<file path="src/rtl/bus_split_arbiter.sv">
// bus_split_arbiter: two-master / three-slave bus arbiter with round-robin fairness and a
// single parked split-transaction context that is resumed ahead of new requests or timed out.
module bus_split_arbiter #(
   parameter int SPLIT_TIMEOUT = 256
) (
   input  logic       clk,
   input  logic       rst,
   input  logic       m1_request,
   input  logic       m2_request,
   input  logic [1:0] m1_slave_sel,
   input  logic [1:0] m2_slave_sel,
   input  logic       trans_done,
   input  logic       s1_split_en,
   input  logic       s2_split_en,
   input  logic       s3_split_en,
   output logic       m1_grant,
   output logic       m2_grant,
   output logic [1:0] bus_grant,
   output logic [1:0] slave_sel,
   output logic       bus_busy,
   output logic       arbiter_busy,
   output logic       split_pending,
   output logic       split_timeout
);
   localparam int TW = $clog2(SPLIT_TIMEOUT + 1);
   localparam logic [1:0] GNT_M1 = 2'b01;
   localparam logic [1:0] GNT_M2 = 2'b10;

   typedef enum logic {IDLE, GRANT} state_t;

   state_t        state_reg, state_next;
   logic [1:0]    bus_grant_reg, bus_grant_next;
   logic [1:0]    slave_sel_reg, slave_sel_next;
   logic          rr_last_reg, rr_last_next;             // 1: M2 won the last arbitration
   logic          split_pending_reg, split_pending_next;
   logic          parked_master_reg, parked_master_next; // 1: M2 is parked
   logic [1:0]    parked_slave_reg, parked_slave_next;
   logic [TW-1:0] timer_reg, timer_next;
   logic          split_timeout_reg, split_timeout_next;
   logic          m1_grant_reg, m2_grant_reg, bus_busy_reg, arbiter_busy_reg;

   logic [2:0] split_vec, owner_hit, parked_hit;
   logic       owner_req, owner_split, parked_ready, parked_req, timer_expire;
   logic       m1_elig, m2_elig, m2_wins;

   assign split_vec = {s3_split_en, s2_split_en, s1_split_en};

   generate
      for (genvar gi = 0; gi < 3; gi++) begin : g_slave
         assign owner_hit[gi]  = split_vec[gi] && (slave_sel_reg == 2'(gi + 1));
         assign parked_hit[gi] = split_vec[gi] && (parked_slave_reg == 2'(gi + 1));
      end
   endgenerate

   assign owner_req    = bus_grant_reg[1] ? m2_request : m1_request;
   assign owner_split  = |owner_hit;
   assign parked_ready = ~(|parked_hit);
   assign parked_req   = parked_master_reg ? m2_request : m1_request;
   // A parked context stays visible for exactly SPLIT_TIMEOUT cycles after the park edge.
   assign timer_expire = split_pending_reg && (timer_reg == TW'(SPLIT_TIMEOUT - 1));

   assign m1_elig = m1_request && (m1_slave_sel != 2'b00) &&
                    !(split_pending_reg && (!parked_master_reg || (m1_slave_sel == parked_slave_reg)));
   assign m2_elig = m2_request && (m2_slave_sel != 2'b00) &&
                    !(split_pending_reg && (parked_master_reg || (m2_slave_sel == parked_slave_reg)));
   assign m2_wins = m2_elig && (!m1_elig || !rr_last_reg);

   always_comb begin
      state_next         = state_reg;
      bus_grant_next     = bus_grant_reg;
      slave_sel_next     = slave_sel_reg;
      rr_last_next       = rr_last_reg;
      split_pending_next = split_pending_reg;
      parked_master_next = parked_master_reg;
      parked_slave_next  = parked_slave_reg;
      timer_next         = split_pending_reg ? timer_reg + 1'b1 : '0;
      split_timeout_next = 1'b0;

      if (timer_expire) begin
         split_pending_next = 1'b0;
         split_timeout_next = 1'b1;
         timer_next         = '0;
      end

      case (state_reg)
         IDLE: begin
            if (!timer_expire) begin
               if (split_pending_reg && parked_ready && parked_req) begin
                  state_next         = GRANT;
                  bus_grant_next     = parked_master_reg ? GNT_M2 : GNT_M1;
                  slave_sel_next     = parked_slave_reg;
                  split_pending_next = 1'b0;
                  timer_next         = '0;
               end else begin
                  // Parked slave became ready but its master walked away: drop the context.
                  if (split_pending_reg && parked_ready) begin
                     split_pending_next = 1'b0;
                     timer_next         = '0;
                  end
                  if (m1_elig || m2_elig) begin
                     state_next     = GRANT;
                     bus_grant_next = m2_wins ? GNT_M2 : GNT_M1;
                     slave_sel_next = m2_wins ? m2_slave_sel : m1_slave_sel;
                     rr_last_next   = m2_wins;
                  end
               end
            end
         end
         GRANT: begin
            if (trans_done || !owner_req) begin
               state_next     = IDLE;
               bus_grant_next = 2'b00;
               slave_sel_next = 2'b00;
            end else if (owner_split && !split_pending_reg) begin
               state_next         = IDLE;
               bus_grant_next     = 2'b00;
               slave_sel_next     = 2'b00;
               split_pending_next = 1'b1;
               parked_master_next = bus_grant_reg[1];
               parked_slave_next  = slave_sel_reg;
               timer_next         = '0;
            end
         end
         default: begin
            state_next     = IDLE;
            bus_grant_next = 2'b00;
            slave_sel_next = 2'b00;
         end
      endcase
   end

   always_ff @(posedge clk) begin
      if (!rst) begin
         state_reg         <= IDLE;
         bus_grant_reg     <= 2'b00;
         slave_sel_reg     <= 2'b00;
         rr_last_reg       <= 1'b1;
         split_pending_reg <= 1'b0;
         parked_master_reg <= 1'b0;
         parked_slave_reg  <= 2'b00;
         timer_reg         <= '0;
         split_timeout_reg <= 1'b0;
         m1_grant_reg      <= 1'b0;
         m2_grant_reg      <= 1'b0;
         bus_busy_reg      <= 1'b0;
         arbiter_busy_reg  <= 1'b0;
      end else begin
         state_reg         <= state_next;
         bus_grant_reg     <= bus_grant_next;
         slave_sel_reg     <= slave_sel_next;
         rr_last_reg       <= rr_last_next;
         split_pending_reg <= split_pending_next;
         parked_master_reg <= parked_master_next;
         parked_slave_reg  <= parked_slave_next;
         timer_reg         <= timer_next;
         split_timeout_reg <= split_timeout_next;
         m1_grant_reg      <= (bus_grant_next == GNT_M1);
         m2_grant_reg      <= (bus_grant_next == GNT_M2);
         bus_busy_reg      <= (state_next == GRANT);
         arbiter_busy_reg  <= (state_next == GRANT) || split_pending_next;
      end
   end

   assign m1_grant      = m1_grant_reg;
   assign m2_grant      = m2_grant_reg;
   assign bus_grant     = bus_grant_reg;
   assign slave_sel     = slave_sel_reg;
   assign bus_busy      = bus_busy_reg;
   assign arbiter_busy  = arbiter_busy_reg;
   assign split_pending = split_pending_reg;
   assign split_timeout = split_timeout_reg;
endmodule

</file>
<file path="config.mk">
export PLATFORM = sky130hd
export DESIGN_NAME = bus_split_arbiter
export DESIGN_NICKNAME = d
export VERILOG_FILES = /design/src/rtl/bus_split_arbiter.sv
export SDC_FILE = /design/constraint.sdc
export NUM_CORES = 1
export LEC_CHECK = 0
export BUFFER_PORTS_ARGS = -buffer_cell sky130_fd_sc_hd__clkbuf_2
export CAP_MARGIN = 40
export CORE_AREA = 2 2 52 54
export DETAILED_ROUTE_END_ITERATION = 10
export DIE_AREA = 0 0 54 56
export PLACE_DENSITY = 0.72
export SLEW_MARGIN = 0
export SYNTH_ARGS = -nofsm -noshare
export SYNTH_HDL_FRONTEND = slang
export SYNTH_SLANG_ARGS = --single-unit
</file>
<file path="constraint.sdc">
create_clock -name clk -period 3.6 [get_ports clk]
set_input_delay 0.18 -clock clk [delete_from_list [all_inputs] [get_ports clk]]
set_output_delay 0.18 -clock clk [all_outputs]
set_load 0.005 [all_outputs]
</file>
==> run_results.csv <==
group,metric,value,unit
die,core,2430,um2
placed_design,dpl-instance-area,1310,um2
cts,cts-root-to-sink-buffers,2,
cts,clk_latency,310,ps
setup_path,crit_slowest_cell,"dfxtp_1",
sta,period_needed,2120,ps
cts,cts.sinks,23,
power_and_ir_drop,leakagePower,0.555,nW
cells_and_area,fin_nets,175,
synthesis,synth_fa_ha_area_frac,0.0206,
synthesis,async_flop_share,0,
die,die_area,3020,um2
sta,hold_viol,0,
die,pin_count,22,
power_and_ir_drop,p_per_area,344,nW/um2
cts,cts-root-buf,"clkbuf_4",
synthesis,ys_ff_latch,23,
cts,cts_setup_buffers,0,
die,fp.dieH,56,um
setup_path,endpoint_kind,"register",
global_routing,grt_pass1_wl,4400,um
cts,cts_buffers,3,
routing,dr.pass1.iters,4,
placed_design,place_congestion,0.915,
synthesis,yosys.cell_count.top_type,"dfxtp_1",
placed_design,io_buffers,21,
cells_and_area,largest_reg_flops,9,
global_routing,grt_usage,0.190,
cells_and_area,fin_area,1340,um2
hold_path,min_path_type,"primary input to register",
die,die_x,54,um
sta,tns,0,ps
setup_path,crit_path_cell_trace,"ha_1 -> nand3_1 -> nor2_1 -> ha_1 -> nand2_1 -> nand2b_1 -> o21bai_1 -> nor2_1 -> a221oi_2 -> and3_1",
power_and_ir_drop,ir_drop,0.217,mV
synthesis,synthTopCellsByCount,"23 x dfxtp_1, 21 x nor2_1, 9 x nand2_1",
cells_and_area,fin_cells,190,
sta,whs,189,ps
setup_path,worstPathMaxFanout,5,
sta,fmax,472,MHz
routing,drt_first_iter_violations,54,
cts,clkTransAtPathRegs,130,ps
global_routing,grt_pass1_vias,1009,
sta,worst_pin_slew,661,ps
sta,skew,7.40,ps
placed_design,post-place-ws,1510,ps
routing,viasPerCell,5.73,
setup_path,start_kind,"register",
die,rows,18,
routing,vias,1089,
synthesis,synth-simple-area-share,0.254,
routing,wl_per_cell,13.9,um
sta,rsz0062_at_grt,"false",
setup_path,critPathBufInv,0,
cts,tritoncts,"built",
cells_and_area,postLayoutCoreUtil,0.549,
global_routing,globalRoute.totalOverflow,0,
synthesis,yosysTopAreaCell,"dfxtp_1",
synthesis,synth_area_leaders,"dfxtp_1 38%, nor2_1 6.5%, mux2i_1 4.9%, xor2_1 3.6%, a21oi_1 3.3%",
sta,slew_violations,0,
synthesis,synth_compound_area_frac,0.190,
synthesis,netlist_instances,139,
synthesis,synth_xor_area_frac,0.0433,
routing,drcViolationCount,0,
sta,setup_violations,0,
run_status,outcome,"finished, final reports clean",
sta,slew-limit-headroom,0.556,
synthesis,synth_fp_nets,153,
cells_and_area,layout-drive-gt1-share,0.194,
routing,drtAntennaViolNets,0,
cts,h-tree-depth,1,
synthesis,syn_area_per_cell,8.73,um2
synthesis,synth.yosys.seq_area_share,0.379,
synthesis,synth_enable_flop_cells,0,
cells_and_area,num_antenna_cells,0,
setup_path,criticalPathCategory,"register to register",
sta,fin_crit_sh,0.588,
synthesis,ys.flop_type,"dfxtp_1",
synthesis,yosysTopAreaCellShare,0.379,
setup_path,crit_family,"simple AND/OR/NAND/NOR gates",
setup_path,arrival,2380,ps
synthesis,syn_area,1210,um2
cells_and_area,syn_to_final_growth,10.1,%
synthesis,synth_warnings,0,
synthesis,synth.area.mux_share,0.0588,
setup_path,timing.critical_path.slowest_cell_delay,430,ps
setup_path,reg2reg_slack,1480,ps
global_routing,antenna_found_initial,0,
placed_design,dpl.cell_count,186,
global_routing,grt_max_degree,14,
job,max-cap-violations,0,
synthesis,synth_top_family_by_area,"simple AND/OR/NAND/NOR gates",
setup_path,critPathRequiredTime,3860,ps
routing,wl,2640,um
cts,cts_resized,0,
power_and_ir_drop,total_power,460,uW
sta,setup_ws,1480,ps
synthesis,synth_cell_type_count,44,
cts,postCtsHoldBufs,0,
die,initial_core_util,0.499,
placed_design,hpwlAfterDp,2060,um
-- cells in the final DEF, fill, tap and decap left out, types with 3 or more instances in the layout --
cell type / count
mux2i_1: 6
nor3b_1: 3
o21ai_0: 3
clkbuf_4: 3
inv_1: 5
dfxtp_1: 23
nand3_1: 8
nand2_1: 9
nor2_1: 21
a21oi_1: 8
and3_1: 4
clkbuf_2: 21
xor2_1: 5
and2_1: 3
-- path summary, 6_finish.rpt --
| kind | depth (start not counted) | endpoint | start |
|---|---|---|---|
| worst min-delay path | 2 | rr_last_reg | rst |
| worst min register to register | 1 | timer_reg[0] | timer_reg[0] |
| worst max-delay path | 10 | m1_grant | timer_reg[0] |
| worst max register to register | 10 | m1_grant | timer_reg[0] |
-- power by group --
part | switching, mW | internal (mW) | leakage [nW]
sequential | 0.00913 | 0.264 | 0.187
combinational | 0.0372 | 0.0321 | 0.351
clock | 0.0761 | 0.0414 | 0.0177
total | 0.122 | 0.338 | 0.555
-- logic make-up after synthesis --
| kind of cell | count (synthesis) |
|---|---|
| muxes | 7 |
| AOI/OAI and AO/OA | 32 |
| adders and majority gates | 2 |
| buffers and inverters | 9 |
| xor gates and xnor gates | 6 |
| and+or+nand+nor | 60 |
| DFF | 23 |
-- final cells by class --
| cell class | count | area [um2] |
|---|---|---|
| Fill cell | 238 | 1100 |
| Multi-Input combinational cell | 107 | 687 |
| Sequential cell | 23 | 460 |
| Timing Repair Buffer | 21 | 105 |
| Tap cell | 30 | 37.5 |
| Clock buffer | 3 | 22.5 |
| Inverter | 5 | 18.8 |
| Clock inverter | 1 | 5.00 |
-- metal layers --
metal  vias up  GRT usage  routed length (um)
met2        33      0.280                1150
met1       506      0.270                1340
met4         0     0.0536                  16
li1        548          -                   -
met5         -          0                   0
met3         2     0.0484                 137
Note: power is estimated with default switching activity, not from simulation.
